--- config.mk ---
export PLATFORM = sky130hd
export DESIGN_NAME = rr_arbiter4_buf
export DESIGN_NICKNAME = d
export VERILOG_FILES = /design/src/rtl/rr_arbiter4_buf.sv
export SDC_FILE = /design/constraint.sdc
export NUM_CORES = 1
export LEC_CHECK = 0
export BUFFER_PORTS_ARGS = -buffer_cell sky130_fd_sc_hd__buf_2
export CAP_MARGIN = 0
export CORE_MARGIN = 2
export CORE_UTILIZATION = 35
export CTS_CLUSTER_DIAMETER = 100
export DETAILED_ROUTE_END_ITERATION = 16
export PLACE_DENSITY_LB_ADDON = 0.12
export SLEW_MARGIN = 15
export SYNTH_ARGS = -nofsm -noshare
export SYNTH_HDL_FRONTEND = slang
export SYNTH_SLANG_ARGS = --single-unit
export TNS_END_PERCENT = 100
--- constraint.sdc ---
create_clock -name clk -period 5.2 [get_ports clk]
set_clock_uncertainty 0.2 [all_clocks]
set_input_delay 0.26 -clock clk [delete_from_list [all_inputs] [get_ports clk]]
set_output_delay 0.26 -clock clk [all_outputs]
set_load 0.01 [all_outputs]
--- src/rtl/rr_arbiter4_buf.sv ---
// Round-robin arbiter over four neighbour channels feeding an external 4:1 mux,
// with a small output FIFO capturing the mux result for the PE datapath.
module rr_arbiter4_buf #(
  parameter int unsigned DATA_SIZE  = 8,
  parameter int unsigned FIFO_DEPTH = 2
) (
  input  logic                          clk,
  input  logic                          rst_n,
  input  logic [3:0]                    in_valid,
  output logic [3:0]                    in_ready,
  output logic [1:0]                    sel,
  input  logic [DATA_SIZE-1:0]          mux_out,
  output logic [DATA_SIZE-1:0]          out_data,
  output logic                          out_valid,
  input  logic                          out_ready,
  output logic [$clog2(FIFO_DEPTH):0]   count
);

  localparam int unsigned AW = $clog2(FIFO_DEPTH);
  localparam int unsigned CW = AW + 1;

  logic [1:0]           ptr;
  logic [1:0]           g;
  logic [1:0]           idx;
  logic                 found;
  logic                 full;
  logic                 grant;
  logic                 push;
  logic                 pop;
  logic [AW-1:0]        wr_ptr;
  logic [AW-1:0]        rd_ptr;
  logic [DATA_SIZE-1:0] mem [FIFO_DEPTH];

  // First requesting channel at or after ptr, scanning upward mod 4.
  always_comb begin
    g     = ptr;
    idx   = '0;
    found = 1'b0;
    for (int unsigned i = 0; i < 4; i++) begin
      idx = ptr + 2'(i);
      if (!found && in_valid[idx]) begin
        g     = idx;
        found = 1'b1;
      end
    end
  end

  assign full      = (count == CW'(FIFO_DEPTH));
  assign out_valid = (count != '0);
  assign grant     = (|in_valid) & ~full & rst_n;
  assign push      = grant;
  assign pop       = out_valid & out_ready;

  // sel is a function of registered state, in_valid and rst_n only, so the
  // external mux never closes a combinational loop back into this block.
  always_comb begin
    in_ready = '0;
    sel      = '0;
    if (rst_n) begin
      sel = grant ? g : ptr;
    end
    if (grant) begin
      in_ready[g] = 1'b1;
    end
  end

  assign out_data = mem[rd_ptr];

  always_ff @(posedge clk) begin
    if (!rst_n) begin
      ptr    <= '0;
      wr_ptr <= '0;
      rd_ptr <= '0;
      count  <= '0;
      for (int unsigned i = 0; i < FIFO_DEPTH; i++) begin
        mem[i] <= '0;
      end
    end else begin
      if (push) begin
        mem[wr_ptr] <= mux_out;
        wr_ptr      <= wr_ptr + AW'(1);
        ptr         <= g + 2'd1;
      end
      if (pop) begin
        rd_ptr <= rd_ptr + AW'(1);
      end
      case ({push, pop})
        2'b10:   count <= count + CW'(1);
        2'b01:   count <= count - CW'(1);
        default: count <= count;
      endcase
    end
  end

endmodule

# --- Word-level counts from Yosys, hierarchy flattened ---
# Memory sizes are Yosys's and may differ from the RTL's. A register that Yosys moved wholly into a read port is not among the register bits.
# Cells that the tools add are included.
totals:
  register_bits: 6
  ram_bits: 16
  input_bits: 15
  out_inout_bits: 17
  elab_cells: 66
  mem_count: 1
memory_table:
  columns: ["name", "depth", "word_bits", "read_ports", "rd_ports_with_merged_regs", "write_ports", "line", "rtl"]
  rows:
  - ["mem", 2, 8, 1, 1, 2, "32", "logic [DATA_SIZE-1:0] mem [FIFO_DEPTH];"]
classes:
  add_sub_neg: 8
  magnitude_cmp: 6
  n_eq_ne: 3
  muxes: 29
  n_bitwise: 4
  n_reduce_logical: 11
op_table:
  columns: ["operator", "n"]
  rows:
  - ["1-bit 2-to-1 mux", 16]
  - ["2-bit by 3-bit < comparator with 1-bit output, second input constant", 5]
  - ["2-bit 2-to-1 mux", 5]
  - ["1-bit binary-select mux with 2-bit select", 4]
  - ["8-bit 2-to-1 mux", 1]
  - ["8-bit OR reduction", 1]
  - ["2-bit by 1-bit adder with 2-bit output, second input constant", 3]
  - ["2-bit adder, second input constant", 2]
  - ["2-bit == test, second input constant", 2]
  - ["1-bit logical AND", 4]
  - ["4-bit 2-to-1 mux", 1]
  - ["2-bit case mux with 2 select lines", 1]
  - ["2-bit nonzero test", 2]
  - ["4-bit OR reduction", 1]
  - ["1-bit bitwise AND", 3]
  - ["1-bit logical NOT", 3]
  - ["1-bit adder, second input constant", 2]
  - ["1-bit demux with 2-bit select", 1]
  - ["2-bit by 1-bit == test with 1-bit output, second input constant", 1]
  - ["2-bit by 1-bit greater-or-equal comparator with 1-bit output, second input constant", 1]
  - ["2-bit by 1-bit subtractor with 2-bit output, second input constant", 1]
  - ["1-bit inverter", 1]

# --- Depth between registers and ports, before layout ---
# Gate-level depths: netlist of run 1.
depth:
  depth_word: 17
  depth_mapped: 9
  depth_no_buf: 8

# --- Worst setup path after synthesis of run 1 ---
# Ideal clock, no wire load.
synth_path:
  path_type: "flip-flop to flip-flop"
  start: "register count[0]"
  end: "register count[1]"
  setup_ns: 0.070
  arrival_time_ns: 1.670
  t_required_ns: 4.930
  path_slack_ns: 3.260
  stages_incl_launch_ff: 8
  path_buffers: 1
  period_less_slack_ns: 1.940
  path_cell_list: "dfxtp_1 > nand2b_1 > and3_1 > buf_6 > inv_2 > ha_1 > or3_1 > a21boi_1"
synth_between:
  elab_chain_cells: 6
  elab_cells_between_ends: 12
  classes_between: "add/sub (2); eq/ne (3); mux (1); bitwise (4); reduce/logical (2)"
synth_rtl:
  columns: ["item", "line", "rtl"]
  rows:
  - ["from (decl)", "16", "output logic [$clog2(FIFO_DEPTH):0] count"]
  - ["from (signal assigned)", "88", "2'b10: count <= count + CW'(1);"]
  - ["from (signal assigned)", "89", "2'b01: count <= count - CW'(1);"]
  - ["from (signal assigned)", "90", "default: count <= count;"]
  - ["2-bit == test", "48", "assign full = (count == CW'(FIFO_DEPTH));"]
  - ["1-bit inverter", "50", "assign grant = (|in_valid) & ~full & rst_n;"]
  - ["1-bit bitwise AND (2 in a row)", "50", null]
  - ["2-bit by 1-bit == test with 1-bit output or 2-bit == test (tied branches)", "87", "case ({push, pop})"]
  - ["2-bit case mux with 2 select lines or 2-bit nonzero test (tied branches)", null, null]
# Several ways; a longest one is shown, not always the timed one.
# A chain may end at the register's enable or synchronous reset.

==> results of run 1 <==
-- flip-flops by register name, indices dropped and copies added (netlist names), named ones only --
signal / count
mem: 16
rd_ptr: 1
wr_ptr: 1
ptr: 2
count: 2
-- how the worst max path moves through the flow --
stage                end  slack, ps  cells after the start
4_1_cts        mem[0][1]       2700                      4
2_1_floorplan   count[1]       3260                      7
3_3_place_gp   mem[1][6]       2760                      4
3_5_place_dp   mem[0][3]       2720                      6
6_report       mem[0][5]       2710                      4
5_1_grt        mem[0][6]       2470                      4
-- through the flow --
step	area (sq um)	hold slack, ps
floorplan	1150	182
global placement	1330	308
detailed placement	1330	325
CTS	1350	62.4
global route	1350	65.9
finish	1350	74.8
-- placed cells by master, fill, tap and decap left out, drive strengths merged --
cell / instances
a21o: 1
edfxtp: 16
nand3: 1
buf: 31
or2: 1
nor2b: 4
nand2b: 2
inv: 5
mux2: 8
nor2: 6
and3: 17
o21ai: 8
nand2: 6
clkbuf: 3
o221a: 1
a21boi: 1
ha: 1
a21oi: 4
or3: 2
clkinv: 1
dfxtp: 7
and2: 3
xnor2: 5
-- final cells by class --
type	instances	area [sq um]
sequential	23	621
inverter	5	18.8
fill	331	1750
clock inverter	1	5.00
timing repair buffer	31	155
clock buffer	3	22.5
tap	44	55.1
multi-input combinational	71	475
-- cell families (layout without fill, tap and decap cells) --
kind of cell | count (synthesis) | in the layout | synth area share, %
flops | 23 | 23 | 53.9
simple gates | 42 | 42 | 20.7
compound gates | 15 | 15 | 7.82
xor+xnor | 5 | 5 | 3.80
buf+inv | 9 | 40 | 4.88
fa+ha+maj | 1 | 1 | 1.09
mux | 8 | 8 | 7.82
-- power by group --
| part | internal (W) | switching (W) |
|---|---|---|
| clock | 0.0000286 | 0.0000523 |
| combinational | 0.000119 | 0.000118 |
| sequential | 0.000246 | 0.0000337 |
| total | 0.000394 | 0.000204 |
-- layer usage --
metal	routed length (um)	share of wire [%]
met1	976	46
met2	1040	49
met3	83	3.9
met4	18	0.85
met5	0	0
==> impl_table.tex, run 1 <==
\begin{tabular}{lr}
\hline
Metric & Value \\
\hline
\multicolumn{2}{l}{\textbf{Clock network}} \\
\quad Clock Path Buffers & 2 \\
\quad Number of buffers inserted for hold repair after clock tree synthesis & 0 \\
\quad Number of gates given a new drive strength after cts & 0 \\
\quad Clock input transition at the sequential cells of the worst setup and hold paths & approximately 130 ps \\
\quad Number of H-tree levels & 1 \\
\quad CTS Sinks & 23 \\
\quad Number of buffers added by the clock tree synthesis step & 3 \\
\quad CTS tree & done \\
\quad Root buffer cell & sky130\_fd\_sc\_hd\_\_clkbuf\_4 \\
\quad Post CTS Setup Buffer Count & 0 \\
\quad Clock insertion delay at the later pin of the skew report & 300 ps \\
\multicolumn{2}{l}{\textbf{Yosys}} \\
\quad Post-Syn Nets & 119 \\
\quad Post-synth top area cell & sky130\_fd\_sc\_hd\_\_edfxtp\_1 \\
\quad Total of flip-flops plus latches after synthesis & 23 \\
\quad List of most frequent post-synthesis cells & sky130\_fd\_sc\_hd\_\_and3\_1, sky130\_fd\_sc\_hd\_\_edfxtp\_1, sky130\_fd\_sc\_hd\_\_mux2\_2 \\
\quad Number of enable flip-flop cells after synthesis & 16 \\
\quad Synthesis Warnings & 0 \\
\quad Synth Instances & 103 \\
\quad Distinct cells, synth & 26 \\
\quad Proportion of netlist area held by the largest area contributor & between 40\% and 50\% \\
\quad Top-count cell post-synth & sky130\_fd\_sc\_hd\_\_and3\_1 \\
\quad Async set-reset flop share out of synthesis & 0\% \\
\quad Synth Flop Type & sky130\_fd\_sc\_hd\_\_edfxtp\_1 \\
\quad Share of synthesized area occupied by flip-flops and latches & 53.9\% \\
\quad Area of the mapped netlist & 1150 sq um \\
\quad Largest cells by area after synthesis & sky130\_fd\_sc\_hd\_\_edfxtp\_1, sky130\_fd\_sc\_hd\_\_dfxtp\_1, sky130\_fd\_sc\_hd\_\_and3\_1 \\
\quad Post-synthesis average cell area & roughly 11 sq um \\
\multicolumn{2}{l}{\textbf{Timing}} \\
\quad Worst Max-Slew Pin Slew & around 760 ps \\
\quad Setup repair after global routing missed its margin & false \\
\quad Relative max-transition margin & 49.0\% \\
\quad Count of endpoints failing setup in the final report & 0 \\
\quad Minimum setup slack in the final design & about 2700 ps \\
\quad Maximum operating frequency & 0.401 GHz \\
\quad Post-Route Setup TNS & 0 ps \\
\quad Final min period & 2490 ps \\
\quad Final worst-path cycle share & 47.9\% \\
\quad Final number of hold-violating endpoints & 0 \\
\quad Final-report max-slew violation count & 0 \\
\multicolumn{2}{l}{\textbf{Pwr}} \\
\quad VDD IR max & 0.000194 V \\
\quad Ratio of total power to cell area & 442 nW/um\^{}2 \\
\quad Leak & 0.632 nW \\
\quad Total Power Consumption & between 0.0005 and 0.0006 W \\
\multicolumn{2}{l}{\textbf{Worst setup path}} \\
\quad Worst setup path class & reg2reg \\
\quad Crit-path max FO & 23 \\
\quad Start point of the critical path & count[0] \\
\quad Worst Path Buf+Inv & 1 \\
\quad Crit-path max cell delay & 640 ps \\
\quad Worst reg-to-reg setup slack & roughly 2700 ps \\
\quad Slowest-stage cell, CP & sky130\_fd\_sc\_hd\_\_and3\_1 \\
\quad Series of cell instances along the critical path & nand2b\_1 > and3\_1 > inv\_2 > o21ai\_1 \\
\quad CP top delay family & simple AND/OR/NAND/NOR gates \\
\quad Req. time, crit path & 4950 ps \\
\quad Type of element launching the critical path & flop \\
\quad Worst flop-to-flop path startpoint & count[0] \\
\quad Worst Reg2Reg Path Length in Cells & 4 \\
\quad Arr. time, crit path & 2240 ps \\
\quad Worst r2r dst & mem[0][5] \\
\quad Critical Path End Type & flop \\
\multicolumn{2}{l}{\textbf{Global route}} \\
\quad Vias in the first global route & 783 \\
\quad Met3 global-route usage & 2.73\% \\
\quad Met1 Track Usage GR & around 15\% \\
\quad Overflow left after global routing & 0 \\
\quad GR Util All Layers & 12.2\% \\
\quad Wire length of the first global-routing pass & approximately 3300 um \\
\quad Initial antenna violation count & 0 \\
\quad Busiest metal layer after global routing & met2 \\
\quad Routing usage on met2 & 20.8\% \\
\quad Maximum number of pins on one net before global-route repair & 24 \\
\multicolumn{2}{l}{\textbf{Floorplan}} \\
\quad Area of the die & between 3000 and 4000 sq um \\
\quad Placeable core region & around 3100 sq um \\
\quad Number of primary I/O pins & 32 \\
\quad Total number of placement rows & 20 \\
\quad Initial standard-cell utilization of the core & about 37\% \\
\quad Chip height & 61.4 um \\
\quad Horizontal die dimension & 61.4 um \\
\multicolumn{2}{l}{\textbf{Cells and area}} \\
\quad Net count, final & 151 \\
\quad Final cell count without fillers & between 150 and 200 \\
\quad Fin util & between 40\% and 50\% \\
\quad Area growth, synth to finish & 17.4\% \\
\quad Share of cells above drive strength 1 & 35.1\% \\
\quad Number of antenna diodes & 0 \\
\multicolumn{2}{l}{\textbf{Drt}} \\
\quad Post-route DRC & 0 \\
\quad Drt pass-1 iters & 3 \\
\quad Number of nets with antenna violations after routing & 0 \\
\quad Avg WL per Cell & between 10 and 15 um \\
\quad Detailed-route vias per instance & 4.63 \\
\quad Vias & about 830 \\
\quad Iter 0 DRT Violations & 8 \\
\quad Detailed Route WL & between 2000 and 2500 um \\
\multicolumn{2}{l}{\textbf{Placed design}} \\
\quad Post-detailed-placement half-perimeter wirelength & 1600 um \\
\quad Port buffer count & 31 \\
\quad Setup WS pre-CTS & 2720 ps \\
\quad Number of cells after detailed placement & 174 \\
\quad Global placer's final weighted congestion & 0.738 \\
\multicolumn{2}{l}{\textbf{Outcome}} \\
\quad Outcome & finished clean \\
\multicolumn{2}{l}{\textbf{Min path}} \\
\quad Hold path start & rst\_n \\
\quad Cells on Worst Hold Path & 2 \\
\quad Tightest Hold Check Type & in2reg \\
\multicolumn{2}{l}{\textbf{Job}} \\
\quad Number of max-cap violations & 0 \\
\hline
\end{tabular}
Note: power is estimated with default switching activity, not from simulation.
==> run 2: changes to the inputs <==
Clock period 5.2 ns to 2.5 ns, I/O delays scaled along.
==> run 2 against run 1 <==
  * Power up 110%
  * Wire length up 9.2%
  * Count of clock-buffer cells in the layout up 1
  * Combinational power up 120%
  * Design area up 8.2%
  * Global-route usage up 1.0 points
  * Setup slack worse by 2200 ps
  * Sequential power up 110%
  * Worst hold slack worse by 29 ps
  * Clock power up 110%
  * Non-clock buffer count up 12
  * First-iteration DRC count rose to 4.4 times the previous value
  * Critical endpoint is now sel[1]
  * Largest cell class unchanged
==> impl_table.tex, run 2 (synthesis gave the netlist of run 1 again) <==
\begin{tabular}{lr}
\hline
Metric & Value \\
\hline
\multicolumn{2}{l}{\textbf{Clock network}} \\
\quad Clock input transition at the sequential cells of the worst setup and hold paths & 130 ps (about the same) \\
\quad Root buffer cell & sky130\_fd\_sc\_hd\_\_clkbuf\_4 (unchanged) \\
\quad Post CTS Setup Buffer Count & 0 (unchanged) \\
\quad CTS Sinks & 23 (unchanged) \\
\quad Number of H-tree levels & 1 (unchanged) \\
\quad Clock insertion delay at the later pin of the skew report & 310 ps (was 300 ps) \\
\quad Clock Path Buffers & 2 (unchanged) \\
\quad CTS tree & done (unchanged) \\
\quad Number of buffers added by the clock tree synthesis step & 3 (unchanged) \\
\multicolumn{2}{l}{\textbf{Pwr}} \\
\quad Ratio of total power to cell area & 871 nW/um\^{}2 (was 442 nW/um\^{}2) \\
\quad VDD IR max & 0.000428 V (was 0.000194 V) \\
\quad Leak & 0.681 nW (was 0.632 nW) \\
\multicolumn{2}{l}{\textbf{Drt}} \\
\quad Avg WL per Cell & 12.2 um (was 11.9 um) \\
\quad Top layer in use & met4 (unchanged) \\
\quad Detailed Route WL & 2320 um (was 2120 um) \\
\quad Vias & 862 (was 825) \\
\quad Post-route DRC & 0 (unchanged) \\
\quad Drt pass-1 iters & 4 (was 3) \\
\quad Met1 Routed Length & 1140 um (was 976 um) \\
\quad Wire length on met3 & 113 um (was 83 um) \\
\quad Iter 0 DRT Violations & 35 (was 8) \\
\quad Met2 wirelength from detailed routing & 1050 um (was 1040 um) \\
\quad Number of nets with antenna violations after routing & 0 (unchanged) \\
\quad Detailed-route vias per instance & 4.54 (was 4.63) \\
\multicolumn{2}{l}{\textbf{Cells and area}} \\
\quad Max FFs per register & 16 (unchanged) \\
\quad Largest reg by FF count & mem (unchanged) \\
\quad Total area of sequential cells & 621 sq um (unchanged) \\
\quad Final cell count without fillers & 190 (was 178) \\
\quad Top flop regs & mem (16), count (2), ptr (2) (unchanged) \\
\quad Final Instance Area & 1460 sq um (was 1350 sq um) \\
\quad Share of cells above drive strength 1 & 33.6\% (was 35.1\%) \\
\quad Multi-input gate area & 475 sq um (unchanged) \\
\quad Area growth, synth to finish & 27.0\% (was 17.4\%) \\
\quad Net count, final & 163 (was 151) \\
\quad Number of antenna diodes & 0 (unchanged) \\
\quad Top library cells by usage in the layout, fill and taps aside & sky130\_fd\_sc\_hd\_\_buf\_2, sky130\_fd\_sc\_hd\_\_and3\_1, sky130\_fd\_sc\_hd\_\_edfxtp\_1, sky130\_fd\_sc\_hd\_\_dlygate4sd3\_1, sky130\_fd\_sc\_hd\_\_mux2\_2 (was sky130\_fd\_sc\_hd\_\_buf\_2, sky130\_fd\_sc\_hd\_\_and3\_1, sky130\_fd\_sc\_hd\_\_edfxtp\_1, sky130\_fd\_sc\_hd\_\_mux2\_2, sky130\_fd\_sc\_hd\_\_dfxtp\_1) \\
\quad Number of fillers in the final layout & 314 (was 331) \\
\quad Most common cell after layout, fill and taps aside & sky130\_fd\_sc\_hd\_\_buf\_2 (unchanged) \\
\multicolumn{2}{l}{\textbf{Timing}} \\
\quad Final worst-path cycle share & 79.9\% \\
\quad Post-Route Setup TNS & 0 ps (unchanged) \\
\quad Setup repair after global routing missed its margin & false (unchanged) \\
\quad Final min period & 2000 ps \\
\quad Worst Max-Slew Pin Slew & 369 ps (was 760 ps) \\
\quad Final number of hold-violating endpoints & 0 (unchanged) \\
\quad Count of endpoints failing setup in the final report & 0 (unchanged) \\
\quad Minimum setup slack in the final design & 503 ps (was 2710 ps) \\
\quad Maximum operating frequency & about 0.50 GHz \\
\quad Final-report max-slew violation count & 0 (unchanged) \\
\quad Relative max-transition margin & 75.3\% (was 49.0\%) \\
\multicolumn{2}{l}{\textbf{Global route}} \\
\quad Maximum number of pins on one net before global-route repair & 23 (was 24) \\
\quad Overflow left after global routing & 0 (unchanged) \\
\quad Vias in the first global route & 806 (was 783) \\
\quad GR Util All Layers & 13.2\% (was 12.2\%) \\
\quad Initial antenna violation count & 0 (unchanged) \\
\quad Wire length of the first global-routing pass & 3550 um (was 3350 um) \\
\multicolumn{2}{l}{\textbf{Worst setup path}} \\
\quad Slowest-stage cell, CP & sky130\_fd\_sc\_hd\_\_dlygate4sd3\_1 (was sky130\_fd\_sc\_hd\_\_and3\_1) \\
\quad Worst setup path class & in2out (was reg2reg) \\
\quad Type of element launching the critical path & primary input (was flop) \\
\quad Arr. time, crit path & 1670 ps (was 2240 ps) \\
\quad Critical Path End Type & primary output (was flop) \\
\quad Crit-path max cell delay & 520 ps (was 640 ps) \\
\quad Most frequent CP cell & sky130\_fd\_sc\_hd\_\_buf\_2 \\
\quad Series of cell instances along the critical path & dlygate4sd3\_1 > buf\_2 > and3\_1 > buf\_4 > o21ai\_1 > a21oi\_1 > buf\_2 (was nand2b\_1 > and3\_1 > inv\_2 > o21ai\_1) \\
\quad Worst reg-to-reg setup slack & 640 ps (was 2710 ps) \\
\quad CP top delay family & buffers and inverters (was simple AND/OR/NAND/NOR gates) \\
\quad Crit-path max FO & 22 (was 23) \\
\quad Worst Path Buf+Inv & 4 (was 1) \\
\quad Req. time, crit path & 2170 ps (was 4950 ps) \\
\multicolumn{2}{l}{\textbf{Floorplan}} \\
\quad Number of primary I/O pins & 32 (unchanged) \\
\quad Chip height & 61.4 um (unchanged) \\
\quad Placeable core region & 3100 sq um (unchanged) \\
\quad Initial standard-cell utilization of the core & 37.1\% (unchanged) \\
\quad Total number of placement rows & 20 (unchanged) \\
\quad Horizontal die dimension & 61.4 um (unchanged) \\
\quad Area of the die & 3770 sq um (unchanged) \\
\multicolumn{2}{l}{\textbf{Min path}} \\
\quad Tightest Hold Check Type & in2reg (unchanged) \\
\multicolumn{2}{l}{\textbf{Placed design}} \\
\quad Number of cells after detailed placement & 177 (was 174) \\
\quad Post-DP Area & 1350 sq um (was 1330 sq um) \\
\quad Setup WS pre-CTS & 662 ps (was 2720 ps) \\
\quad Global placer's final weighted congestion & 0.742 (was 0.738) \\
\quad Post-detailed-placement half-perimeter wirelength & 1580 um (was 1600 um) \\
\quad Port buffer count & 31 (unchanged) \\
\multicolumn{2}{l}{\textbf{Job}} \\
\quad Number of max-cap violations & 0 (unchanged) \\
\multicolumn{2}{l}{\textbf{Outcome}} \\
\quad Outcome & finished clean (unchanged) \\
\hline
\end{tabular}
run 2: changes by cell type in the layout (fill, tap and decap cells not counted):
cell,delta
sky130_fd_sc_hd__dlygate4sd3_1,+9
sky130_fd_sc_hd__buf_4,+3
sky130_fd_sc_hd__clkbuf_1,+1
sky130_fd_sc_hd__clkinv_2,-1
run 2: layer usage:
metal | GRT usage [%] | vias up
met4 | 6.69 | 0
met1 | 16.5 | 384
li1 | - | 450
met2 | 21.7 | 26
met5 | 0 | -
met3 | 2.73 | 2
run 2: repair_timing:
item | 4_1_cts | 5_1_grt
resized for setup | 0 | 0
hold endpoints to repair | 23 | 0
hold buffers | 9 | 0
run 2: area by class of cell:
type	count	area share, %
sequential	23	42.4
multi-input combinational	71	32.5
timing repair buffer	43	18.3
tap	44	3.76
clock buffer	4	1.79
inverter	5	1.28
run 2: tightest hold or removal path, stage by stage:
cell and delay (ps):
sky130_fd_sc_hd__buf_2 70, sky130_fd_sc_hd__and2_1 150, sky130_fd_sc_hd__xnor2_1 90, sky130_fd_sc_hd__nor2b_1 100
run 2: worst paths after layout:
kind / to / start / cells after the start
setup reg to reg: count[1] / count[0] / 5
hold reg to reg: count[1] / count[1] / 2
hold / removal: flop / out_ready / 4
setup / recovery: sel[1] / rst_n / 7
run 2: stage by stage:
stage	total power, W	hold WS (ps)	utilization (%)
final	0.00127	46.0	47.2
after global routing	0.00137	61.3	47.2
after CTS	0.00129	36.2	47.2
after detailed placement	0.00111	248	43.4
after global placement	0.00110	244	43.4
after floorplan	0.000949	46.7	-
run 2: where the power goes:
group          total [W]  internal, W  switching (W)
clock network   0.000170    0.0000622       0.000108
logic           0.000518     0.000267       0.000252
registers       0.000587     0.000512      0.0000746
==> run 3: changes to the inputs <==
Clock period 2.5 ns to 1.7 ns, I/O delays scaled along.
==> run 3 against run 2 <==
  * The run now ends with negative setup slack left
  * Critical path depth decreased by 1
  * Setup slack got worse by 570 ps
  * Register-to-register slack got worse by 680 ps
  * Flip-flop and latch count unchanged
  * Utilization increased by 7.1 points
  * Critical endpoint unchanged
==> impl_table.tex, run 3 (synthesis gave the netlist of run 1 again) <==
\begin{tabular}{lr}
\hline
Metric & Value \\
\hline
\multicolumn{2}{l}{\textbf{Cells and area}} \\
\quad Max FFs per register & 16 (unchanged) \\
\quad Top flop regs & mem (16), count (2), ptr (2) (unchanged) \\
\quad Fin util & 54.3\% (was 47.2\%) \\
\quad Final Instance Area & 1690 sq um (was 1460 sq um) \\
\quad Top library cells by usage in the layout, fill and taps aside & sky130\_fd\_sc\_hd\_\_buf\_2, sky130\_fd\_sc\_hd\_\_buf\_4, sky130\_fd\_sc\_hd\_\_and3\_1, sky130\_fd\_sc\_hd\_\_edfxtp\_1, sky130\_fd\_sc\_hd\_\_dlygate4sd3\_1 (was sky130\_fd\_sc\_hd\_\_buf\_2, sky130\_fd\_sc\_hd\_\_and3\_1, sky130\_fd\_sc\_hd\_\_edfxtp\_1, sky130\_fd\_sc\_hd\_\_dlygate4sd3\_1, sky130\_fd\_sc\_hd\_\_mux2\_2) \\
\quad Number of antenna diodes & 0 (unchanged) \\
\quad Most common cell after layout, fill and taps aside & sky130\_fd\_sc\_hd\_\_buf\_2 (unchanged) \\
\quad Largest reg by FF count & mem (unchanged) \\
\quad Net count, final & 180 (was 163) \\
\quad Share of cells above drive strength 1 & 50.9\% (was 33.6\%) \\
\quad Area growth, synth to finish & 46.3\% (was 27.0\%) \\
\multicolumn{2}{l}{\textbf{Timing}} \\
\quad Count of endpoints failing setup in the final report & 6 (was 0) \\
\quad Minimum setup slack in the final design & -68.2 ps (was 503 ps) \\
\quad Maximum operating frequency & $\sim$0.57 GHz \\
\quad Post-route worst hold slack & 105 ps (was 46.0 ps) \\
\quad Final min period & 1770 ps \\
\quad Final number of hold-violating endpoints & 0 (unchanged) \\
\quad Relative max-transition margin & 80.6\% (was 75.3\%) \\
\quad Worst Max-Slew Pin Slew & 291 ps (was 369 ps) \\
\quad Final worst-path cycle share & 104\% \\
\quad Final-report max-slew violation count & 0 (unchanged) \\
\quad Setup repair after global routing missed its margin & true (was false) \\
\multicolumn{2}{l}{\textbf{Worst setup path}} \\
\quad CP top delay family & flip-flops (was buffers and inverters) \\
\quad Worst r2r dst & count[1] (unchanged) \\
\quad Start point of the critical path & ptr[1] (was rst\_n) \\
\quad Worst setup path class & reg2out (was in2out) \\
\quad Crit-path max cell delay & 390 ps (was 520 ps) \\
\quad Series of cell instances along the critical path & or3\_1 > o21ai\_1 > o21ai\_2 > inv\_2 > a21oi\_2 > buf\_2 (was dlygate4sd3\_1 > buf\_2 > and3\_1 > buf\_4 > o21ai\_1 > a21oi\_1 > buf\_2) \\
\quad Worst reg-to-reg setup slack & -40 ps (was 640 ps) \\
\quad Critical Path End Type & primary output (unchanged) \\
\quad Arr. time, crit path & 1480 ps (was 1670 ps) \\
\quad Worst flop-to-flop path startpoint & count[0] (unchanged) \\
\quad Worst Path Buf+Inv & 2 (was 4) \\
\quad Req. time, crit path & 1410 ps (was 2170 ps) \\
\quad Slowest-stage cell, CP & sky130\_fd\_sc\_hd\_\_dfxtp\_4 (was sky130\_fd\_sc\_hd\_\_dlygate4sd3\_1) \\
\quad Type of element launching the critical path & flop (was primary input) \\
\quad Worst Reg2Reg Path Length in Cells & 6 (was 5) \\
\quad Crit-path max FO & 6 (was 22) \\
\multicolumn{2}{l}{\textbf{Min path}} \\
\quad End of the worst hold path & count[1] \\
\quad Cells on Worst Hold Path & 5 (was 4) \\
\quad Tightest Hold Check Type & in2reg (unchanged) \\
\quad Hold path start & out\_ready (unchanged) \\
\multicolumn{2}{l}{\textbf{Global route}} \\
\quad Busiest metal layer after global routing & met2 (unchanged) \\
\quad Wire length of the first global-routing pass & 3800 um (was 3550 um) \\
\quad Maximum number of pins on one net before global-route repair & 13 (was 23) \\
\quad Overflow left after global routing & 0 (unchanged) \\
\quad Initial antenna violation count & 0 (unchanged) \\
\quad GR Util All Layers & 14.0\% (was 13.2\%) \\
\quad Met1 Track Usage GR & 16.3\% (was 16.5\%) \\
\quad Routing usage on met2 & 25.5\% (was 21.7\%) \\
\quad Vias in the first global route & 846 (was 806) \\
\quad Met3 global-route usage & 2.73\% (unchanged) \\
\multicolumn{2}{l}{\textbf{Placed design}} \\
\quad Global placer's final weighted congestion & 0.682 (was 0.742) \\
\quad Post-detailed-placement half-perimeter wirelength & 1620 um (was 1580 um) \\
\quad Port buffer count & 31 (unchanged) \\
\quad Post-DP Area & 1420 sq um (was 1350 sq um) \\
\multicolumn{2}{l}{\textbf{Floorplan}} \\
\quad Area of the die & 3770 sq um (unchanged) \\
\quad Horizontal die dimension & 61.4 um (unchanged) \\
\quad Initial standard-cell utilization of the core & 37.1\% (unchanged) \\
\quad Chip height & 61.4 um (unchanged) \\
\quad Placeable core region & 3100 sq um (unchanged) \\
\quad Total number of placement rows & 20 (unchanged) \\
\quad Number of primary I/O pins & 32 (unchanged) \\
\multicolumn{2}{l}{\textbf{Clock network}} \\
\quad Number of buffers added by the clock tree synthesis step & 3 (unchanged) \\
\quad Root buffer cell & sky130\_fd\_sc\_hd\_\_clkbuf\_4 (unchanged) \\
\quad CTS Sinks & 23 (unchanged) \\
\quad Clock input transition at the sequential cells of the worst setup and hold paths & 120 ps (was 130 ps) \\
\quad Clock insertion delay at the later pin of the skew report & 300 ps (was 310 ps) \\
\quad Number of H-tree levels & 1 (unchanged) \\
\quad CTS tree & done (unchanged) \\
\quad Clock Path Buffers & 2 (unchanged) \\
\multicolumn{2}{l}{\textbf{Outcome}} \\
\quad Failing checks & negative setup slack \\
\quad Outcome & complete, but fails checks (was finished clean) \\
\multicolumn{2}{l}{\textbf{Pwr}} \\
\quad Leak & 0.781 nW (was 0.681 nW) \\
\quad VDD IR max & 0.000782 V (was 0.000428 V) \\
\quad Total Power Consumption & 0.00221 W (was 0.00127 W) \\
\quad Ratio of total power to cell area & 1310 nW/um\^{}2 (was 871 nW/um\^{}2) \\
\multicolumn{2}{l}{\textbf{Drt}} \\
\quad Drt pass-1 iters & 4 (unchanged) \\
\quad Post-route DRC & 0 (unchanged) \\
\quad Number of nets with antenna violations after routing & 0 (unchanged) \\
\quad Vias & 948 (was 862) \\
\quad Avg WL per Cell & 12.4 um (was 12.2 um) \\
\quad Detailed-route vias per instance & 4.58 (was 4.54) \\
\quad Iter 0 DRT Violations & 18 (was 35) \\
\quad Detailed Route WL & 2560 um (was 2320 um) \\
\multicolumn{2}{l}{\textbf{Job}} \\
\quad Number of max-cap violations & 0 (unchanged) \\
\hline
\end{tabular}
-- run 3: worst max path at each step --
stage                 to  slack, ps  cells after the start
3_3_place_gp    count[1]        0.7                      6
2_1_floorplan  mem[0][0]        -90                      5
3_5_place_dp    count[1]        -50                      6
6_report          sel[1]        -70                      6
4_1_cts           sel[1]       -100                      6
5_1_grt           sel[1]       -150                      6
-- run 3: layout make-up --
type	count	area, sq um
multi-input cells	71	538
clock buffers	4	26.3
inverters	5	21.3
flip-flops and latches	23	634
repair buffers	60	410
well taps	44	55.1
fillers	315	1420
-- run 3: per-layer routing --
| metal | wire length, um | up-vias |
|---|---|---|
| li1 | - | 487 |
| met1 | 1090 | 441 |
| met2 | 1360 | 18 |
| met5 | 0 | - |
| met4 | 12 | 0 |
| met3 | 99 | 2 |
-- run 3: per-stage QoR --
stage / TNS, ps / instances / worst slack, ps
CTS: -465 / 202 / -98.7
global route: -829 / 207 / -149
floorplan: -1480 / 103 / -87.6
finish: -303 / 207 / -68.2
global placement: 0 / 184 / 0.724
detailed placement: -47.2 / 184 / -47.2
-- run 3: worst register-to-register path: cells and delay by family, from the launching register on --
| family | cells | cell delay, ps |
|---|---|---|
| compound gates | 1 | 130 |
| xor+xnor | 1 | 130 |
| fa+ha+maj | 1 | 160 |
| flops | 1 | 370 |
| simple gates | 3 | 690 |
-- run 3: timing repair --
item,4_1_cts,5_1_grt
gates cloned,1,0
setup buffers,4,5
pin swaps,7,5
resized for setup,16,7
hold endpoints to repair,22,0
hold buffers,9,0
setup endpoints to repair,15,7
-- run 3: where the power goes --
part	switching [W]	total [W]	internal (W)	leakage [nW]
registers	0.000108	0.000881	0.000772	0.230
clock network	0.000157	0.000248	0.0000914	0.0150
logic	0.000460	0.00108	0.000616	0.536
